$ cat config.mk
export PLATFORM = sky130hd
export DESIGN_NAME = fetch_ctrl
export DESIGN_NICKNAME = d
export VERILOG_FILES = /design/src/rtl/fetch_ctrl_pkg.sv /design/src/rtl/fetch_ctrl_if_id_reg.sv /design/src/rtl/fetch_ctrl.sv
export SDC_FILE = /design/constraint.sdc
export NUM_CORES = 1
export LEC_CHECK = 0
export CAP_MARGIN = 20
export CORE_ASPECT_RATIO = 1.5
export CORE_MARGIN = 5
export CORE_UTILIZATION = 42
export CTS_CLUSTER_DIAMETER = 100
export DETAILED_ROUTE_END_ITERATION = 8
export PLACE_DENSITY_LB_ADDON = 0.3
export SETUP_SLACK_MARGIN = 0.2
export SLEW_MARGIN = 20
export SYNTH_ARGS = -nofsm -noshare
export SYNTH_HDL_FRONTEND = slang
export SYNTH_SLANG_ARGS = --single-unit
$ cat constraint.sdc
create_clock -name clk -period 4.4 [get_ports clk]
set_clock_uncertainty 0.1 [all_clocks]
set_input_delay 1.32 -clock clk [delete_from_list [all_inputs] [get_ports clk]]
set_output_delay 1.32 -clock clk [all_outputs]
set_load 0.03 [all_outputs]
$ cat src/rtl/fetch_ctrl_pkg.sv
// Shared definitions for the instruction-fetch controller.
package fetch_ctrl_pkg;

   // Controller states
   typedef enum logic [1:0] {
      ST_BOOT  = 2'd0,
      ST_FETCH = 2'd1,
      ST_HOLD  = 2'd2,
      ST_ERR   = 2'd3
   } fstate_t;

   // Word written into IF/ID on flush
   localparam logic [31:0] NOP_INSTR = 32'h0000_0000;
   // Must match the PC register reset value
   localparam logic [31:0] PC_RESET  = 32'h0000_0000;

endpackage

$ cat src/rtl/fetch_ctrl_if_id_reg.sv
// IF/ID pipeline latch: {pc, instr} plus valid, with load, hold, bubble and flush.
module if_id_reg
   import fetch_ctrl_pkg::*;
(
   input  logic        clk,
   input  logic        rst,
   input  logic        flush,
   input  logic        load,
   input  logic        bubble,
   input  logic [31:0] pc_in,
   input  logic [31:0] instr_in,
   output logic        valid,
   output logic [31:0] pc,
   output logic [31:0] instr
);

   // Flush beats load beats bubble; otherwise everything holds (stall)
   always_ff @(posedge clk) begin
      if (rst) begin
         valid <= 1'b0;
         pc    <= 32'h0;
         instr <= 32'h0;
      end else if (flush) begin
         valid <= 1'b0;
         instr <= NOP_INSTR;
      end else if (load) begin
         valid <= 1'b1;
         pc    <= pc_in;
         instr <= instr_in;
      end else if (bubble) begin
         valid <= 1'b0;
      end
   end

endmodule

$ cat src/rtl/fetch_ctrl.sv
// Instruction-fetch controller: drives the PC register, runs the imem
// req/ack handshake, feeds IF/ID, and handles stall, redirect and timeout.
module fetch_ctrl
   import fetch_ctrl_pkg::*;
#(
   parameter logic [31:0] PC_STEP  = 32'd4,
   parameter int          MAX_WAIT = 15
) (
   input  logic        clk,
   input  logic        rst,
   input  logic [31:0] pc_cur,
   output logic        pc_en,
   output logic [31:0] pc_next,
   output logic        imem_req,
   output logic [31:0] imem_addr,
   input  logic        imem_ack,
   input  logic [31:0] imem_rdata,
   input  logic        stall_id,
   input  logic        redirect,
   input  logic [31:0] redirect_pc,
   output logic        ifid_valid,
   output logic [31:0] ifid_pc,
   output logic [31:0] ifid_instr,
   output logic        fetch_err
);

   localparam logic [3:0] WAIT_LIM = 4'(MAX_WAIT);

   fstate_t     state;
   logic [3:0]  wait_cnt;
   logic [31:0] hold_pc;
   logic [31:0] hold_instr;

   logic in_fetch, in_hold, take_redir, take_ack;
   logic ld_fetch, ld_hold, ifid_load, ifid_bubble;
   logic [31:0] ld_pc, ld_instr;

   assign in_fetch   = !rst && (state == ST_FETCH);
   assign in_hold    = !rst && (state == ST_HOLD);
   // Redirect is honoured only once the controller is live (not BOOT/ERR)
   assign take_redir = (in_fetch || in_hold) && redirect;
   assign take_ack   = in_fetch && imem_ack && !redirect;

   assign imem_req  = in_fetch;
   assign imem_addr = pc_cur;
   assign pc_en     = take_redir || take_ack;
   assign pc_next   = redirect ? redirect_pc : pc_cur + PC_STEP;

   // New instruction goes straight to IF/ID unless a live instruction is stalled there
   assign ld_fetch    = take_ack && (!stall_id || !ifid_valid);
   assign ld_hold     = in_hold && !redirect && !stall_id;
   assign ifid_load   = ld_fetch || ld_hold;
   assign ld_pc       = ld_hold ? hold_pc    : pc_cur;
   assign ld_instr    = ld_hold ? hold_instr : imem_rdata;
   // ERR freezes IF/ID so the last valid instruction stays observable
   assign ifid_bubble = !stall_id && (state != ST_ERR);

   if_id_reg u_ifid (
      .clk      (clk),
      .rst      (rst),
      .flush    (take_redir),
      .load     (ifid_load),
      .bubble   (ifid_bubble),
      .pc_in    (ld_pc),
      .instr_in (ld_instr),
      .valid    (ifid_valid),
      .pc       (ifid_pc),
      .instr    (ifid_instr)
   );

   // Controller FSM, hold buffer, wait counter and sticky error flag
   always_ff @(posedge clk) begin
      if (rst) begin
         state      <= ST_BOOT;
         wait_cnt   <= 4'd0;
         hold_pc    <= 32'h0;
         hold_instr <= 32'h0;
         fetch_err  <= 1'b0;
      end else begin
         case (state)
            ST_BOOT: state <= ST_FETCH;
            ST_FETCH: begin
               if (redirect) begin
                  wait_cnt <= 4'd0;
               end else if (imem_ack) begin
                  wait_cnt <= 4'd0;
                  if (stall_id && ifid_valid) begin
                     hold_pc    <= pc_cur;
                     hold_instr <= imem_rdata;
                     state      <= ST_HOLD;
                  end
               end else begin
                  wait_cnt <= wait_cnt + 4'd1;
                  if (wait_cnt + 4'd1 == WAIT_LIM) begin
                     state     <= ST_ERR;
                     fetch_err <= 1'b1;
                  end
               end
            end
            ST_HOLD: begin
               if (redirect) begin
                  hold_pc    <= 32'h0;
                  hold_instr <= NOP_INSTR;
                  wait_cnt   <= 4'd0;
                  state      <= ST_FETCH;
               end else if (!stall_id) begin
                  state <= ST_FETCH;
               end
            end
            default: state <= ST_ERR;
         endcase
      end
   end

endmodule

==> impl_metrics.yaml <==
outcome:
  status: "complete, no violations"
pwr:
  power.density_nw_per_um2: 305
  power.ir.vdd_worst_mv: 0.230
  leakagePower_nw: 3.82
  total_power_mw: 3.38
route:
  vias: 7001
  drt_drc_violations_left: 0
  final_antenna_net_count: 0
  totalWireLength_mm: 22.8
  first_pass_iters: 4
  drt_iter0_drc: 335
  viasPerCell: 5.37
  wire_per_inst_um: 17.5
worst_hold_path:
  worst_hold_startpoint: "fetch_err"
  hold_class: "reg2reg"
cts:
  cts.reportedPaths.clkPinSlew_ns: 0.06
  worst_skew_pair_later_pin_latency_ns: 0.41
  clock_sinks: 136
  cts_buffer_depth: 2
  cts-root-buf: "clkbuf_16"
  cts_inserted_buffers: 17
  cts-htree-levels: 4
  tritoncts: "done"
sta:
  fmax_ghz: 0.228
  normalized_max_slew_margin_pct: 45.7
  timing_hold_violations_final: 0
  worstMarginPinSlew_ns: 0.814
  finalSetupViolations: 0
  final.period_utilization_pct: 99.6
  worst_slack_ns: 0.0157
  timing_max_transition_violations_final: 0
  unrepaired_setup_endpoints_after_global_routing: "true"
  finalCriticalPeriod_ns: 4.38
floorplan:
  initial_core_utilization_pct: 42.5
  row_count: 59
  core-area_um2: 17200
  pin_count: 233
  floorplan.die_area_um2: 20200
  die-height_um: 172
  die_width_um: 118
setup_path:
  rrSetupSlack_ns: 2.00
  critical_register_to_register_path_endpoint: "u_ifid.instr[5]"
  critPathTopFamily: "simple AND/OR/NAND/NOR gates"
  reg_to_reg_start: "state[0]"
  worstSetupEndpoint: "pc_next[29]"
  timing.critical_path.required_ns: 2.98
  worst-setup-path-type: "in2out"
  path_buf_inv: 3
  worstSetupPathDepth: 7
  worst_path_largest_cell_delay_ns: 0.53
  crit_arrival_ns: 2.96
  path_cells: "buf_8, nand3_4, or4_4, buf_8, or4_4, a31oi_4, buf_6"
  cpMaxStageDelayCell: "or4_4"
  critical_path_peak_fanout: 8
  timing.critical_path.to_type: "output port"
  worstRegToRegCells: 6
  startpoint_type: "input port"
  setup.worst_path.start: "pc_cur[3]"
grt:
  grt_antenna_before_repair: 0
  groute.layer.met2.usage_pct: 40.2
  grt_pass1_vias: 7064
  grt_start_max_net_pins: 68
  grt_first_pass_wirelength_mm: 36.9
  grt.overflow.total: 0
  grt_use_total_pct: 22.1
  grtUsageMet1_pct: 25.6
  grt_most_used_layer: "met2"
  grtUsageMet3_pct: 4.80
synth:
  yosysWarnings: 0
  post_synth_num_cell_types: 49
  postSynthCellCount: 838
  yosysSeqAreaShare_pct: 37.3
  synth.avg_cell_area_um2: 8.72
  synth_ff_type: "dfxtp_1"
  mappedNetlistNets: 942
  ys_ff_latch: 136
  mappedNetlistArea_um2: 7300
  edff_count_synth: 0
  synthArstFlopShare_pct: 0
cells_and_area:
  drive_above_1_share_pct: 21.8
  antenna_diode_instance_count: 0
  final_core_util_pct: 64.3
  nFillCells: 1446
  multi_input_combinational_cell_area_um2: 4370
  finalNetCount: 1181
  seq_area_um2: 2720
  synthToLayoutAreaGrowth_pct: 51.5
run:
  cap_violations: 0
placement:
  place.port_buffers: 232
  detailed_place_hpwl_mm: 15.2
  post_place_setup_slack_ns: -0.530
  gp_routability_congestion: 0.797
[state kept, by name, summed over array words and instances, names as in the netlist]
| register | cells |
|---|---|
| state | 2 |
| hold_pc | 32 |
| u_ifid.pc | 32 |
| hold_instr | 32 |
| u_ifid.instr | 32 |
| wait_cnt | 4 |
| u_ifid.valid | 1 |
| fetch_err | 1 |
[layout by cell type (no fill, tap or decap), types with 4 or more instances in the layout]
cell	instances
dfxtp_1	136
mux2i_1	128
or4_4	14
a31oi_4	13
xnor2_1	6
o31ai_1	8
buf_2	8
dlygate4sd2_1	8
and4_4	4
nand3_2	4
clkbuf_16	17
inv_1	7
buf_6	29
clkdlybuf4s50_1	172
o21ai_0	17
nor2b_1	4
nand4_1	7
a211oi_1	65
buf_8	6
inv_6	6
a21oi_1	76
nand3_1	5
and2_1	62
nor2_1	93
nand2_1	26
buf_4	96
nand2b_1	4
xor2_1	5
[repair_timing]
| item | in CTS | in global routing |
|---|---|---|
| pin swaps | 24 | 6 |
| buffers inserted | 4 | 3 |
| endpoints found under the setup margin | 25 | 16 |
| resized for setup | 147 | 14 |
| gates cloned | 3 | 0 |
| hold buffers | 0 | 0 |
[layout make-up]
class                   count  area share [%]
clock buffers              18            3.97
clock inverters            14            1.67
inverters                   8           0.294
multi-input cells         591            39.5
flip-flops and latches    136            24.6
well taps                 213            2.41
repair buffers            323            27.5
[per-layer routing]
layer	vias to the layer above	share of wire (%)
met4	0	2.3
met1	3335	42
met5	-	0
met3	27	4.7
met2	178	51
li1	3461	-
[cells by family (layout without fill, tap and decap cells)]
family / after synthesis / count (layout) / synth area share (%)
simple gates: 250 / 251 / 17.9
compound gates: 195 / 195 / 16.6
flops: 136 / 136 / 37.3
mux: 131 / 131 / 18.0
buf+inv: 112 / 363 / 8.36
xor+xnor: 11 / 11 / 1.32
fa+ha+maj: 3 / 3 / 0.514
[per-stage QoR]
stage	hold slack [ns]	setup TNS (ns)	instance area, µm²	cells
after floorplan	0.355	0	7550	838
after global placement	0.335	-7.64	10200	1261
after detailed placement	0.354	-8.05	10200	1261
after CTS	0.362	0	11000	1300
after global routing	0.410	-0.0356	11100	1303
final	0.363	0	11100	1303
[tightest hold or removal path: stages (launching register included)]
cell and delay (ns):
dfxtp_1 0.31, inv_1 0.05, a21oi_1 0.05
[where the power goes]
part           leakage [nW]  total [mW]  switching, mW  internal [mW]
combinational          2.43       0.618          0.332          0.286
clock                 0.297        1.50          0.574          0.923
sequential             1.10        1.26         0.0123           1.25
[worst min-delay path by stage]
stage,endpoint,slack (ns),cells past startpoint
4_1_cts,fetch_err,0.36,2
3_3_place_gp,fetch_err,0.34,2
5_1_grt,fetch_err,0.41,2
6_report,fetch_err,0.36,2
3_5_place_dp,fetch_err,0.35,2
2_1_floorplan,wait_cnt[3],0.35,1
[synth_stat cells (14+ instances only)]
cell type	n	share of area [%]
a21oi_1	76	5.2
or4_1	14	1.4
o21ai_0	19	1.3
mux2i_1	128	18
nor2_1	94	4.8
a31oi_1	14	1.2
dfxtp_1	136	37
a211oi_1	65	6.7
nand2_1	27	1.4
and2_1	63	5.4
buf_4	38	3.9
clkbuf_1	42	2.2
No activity file was read; power rests on OpenSTA's default activity.
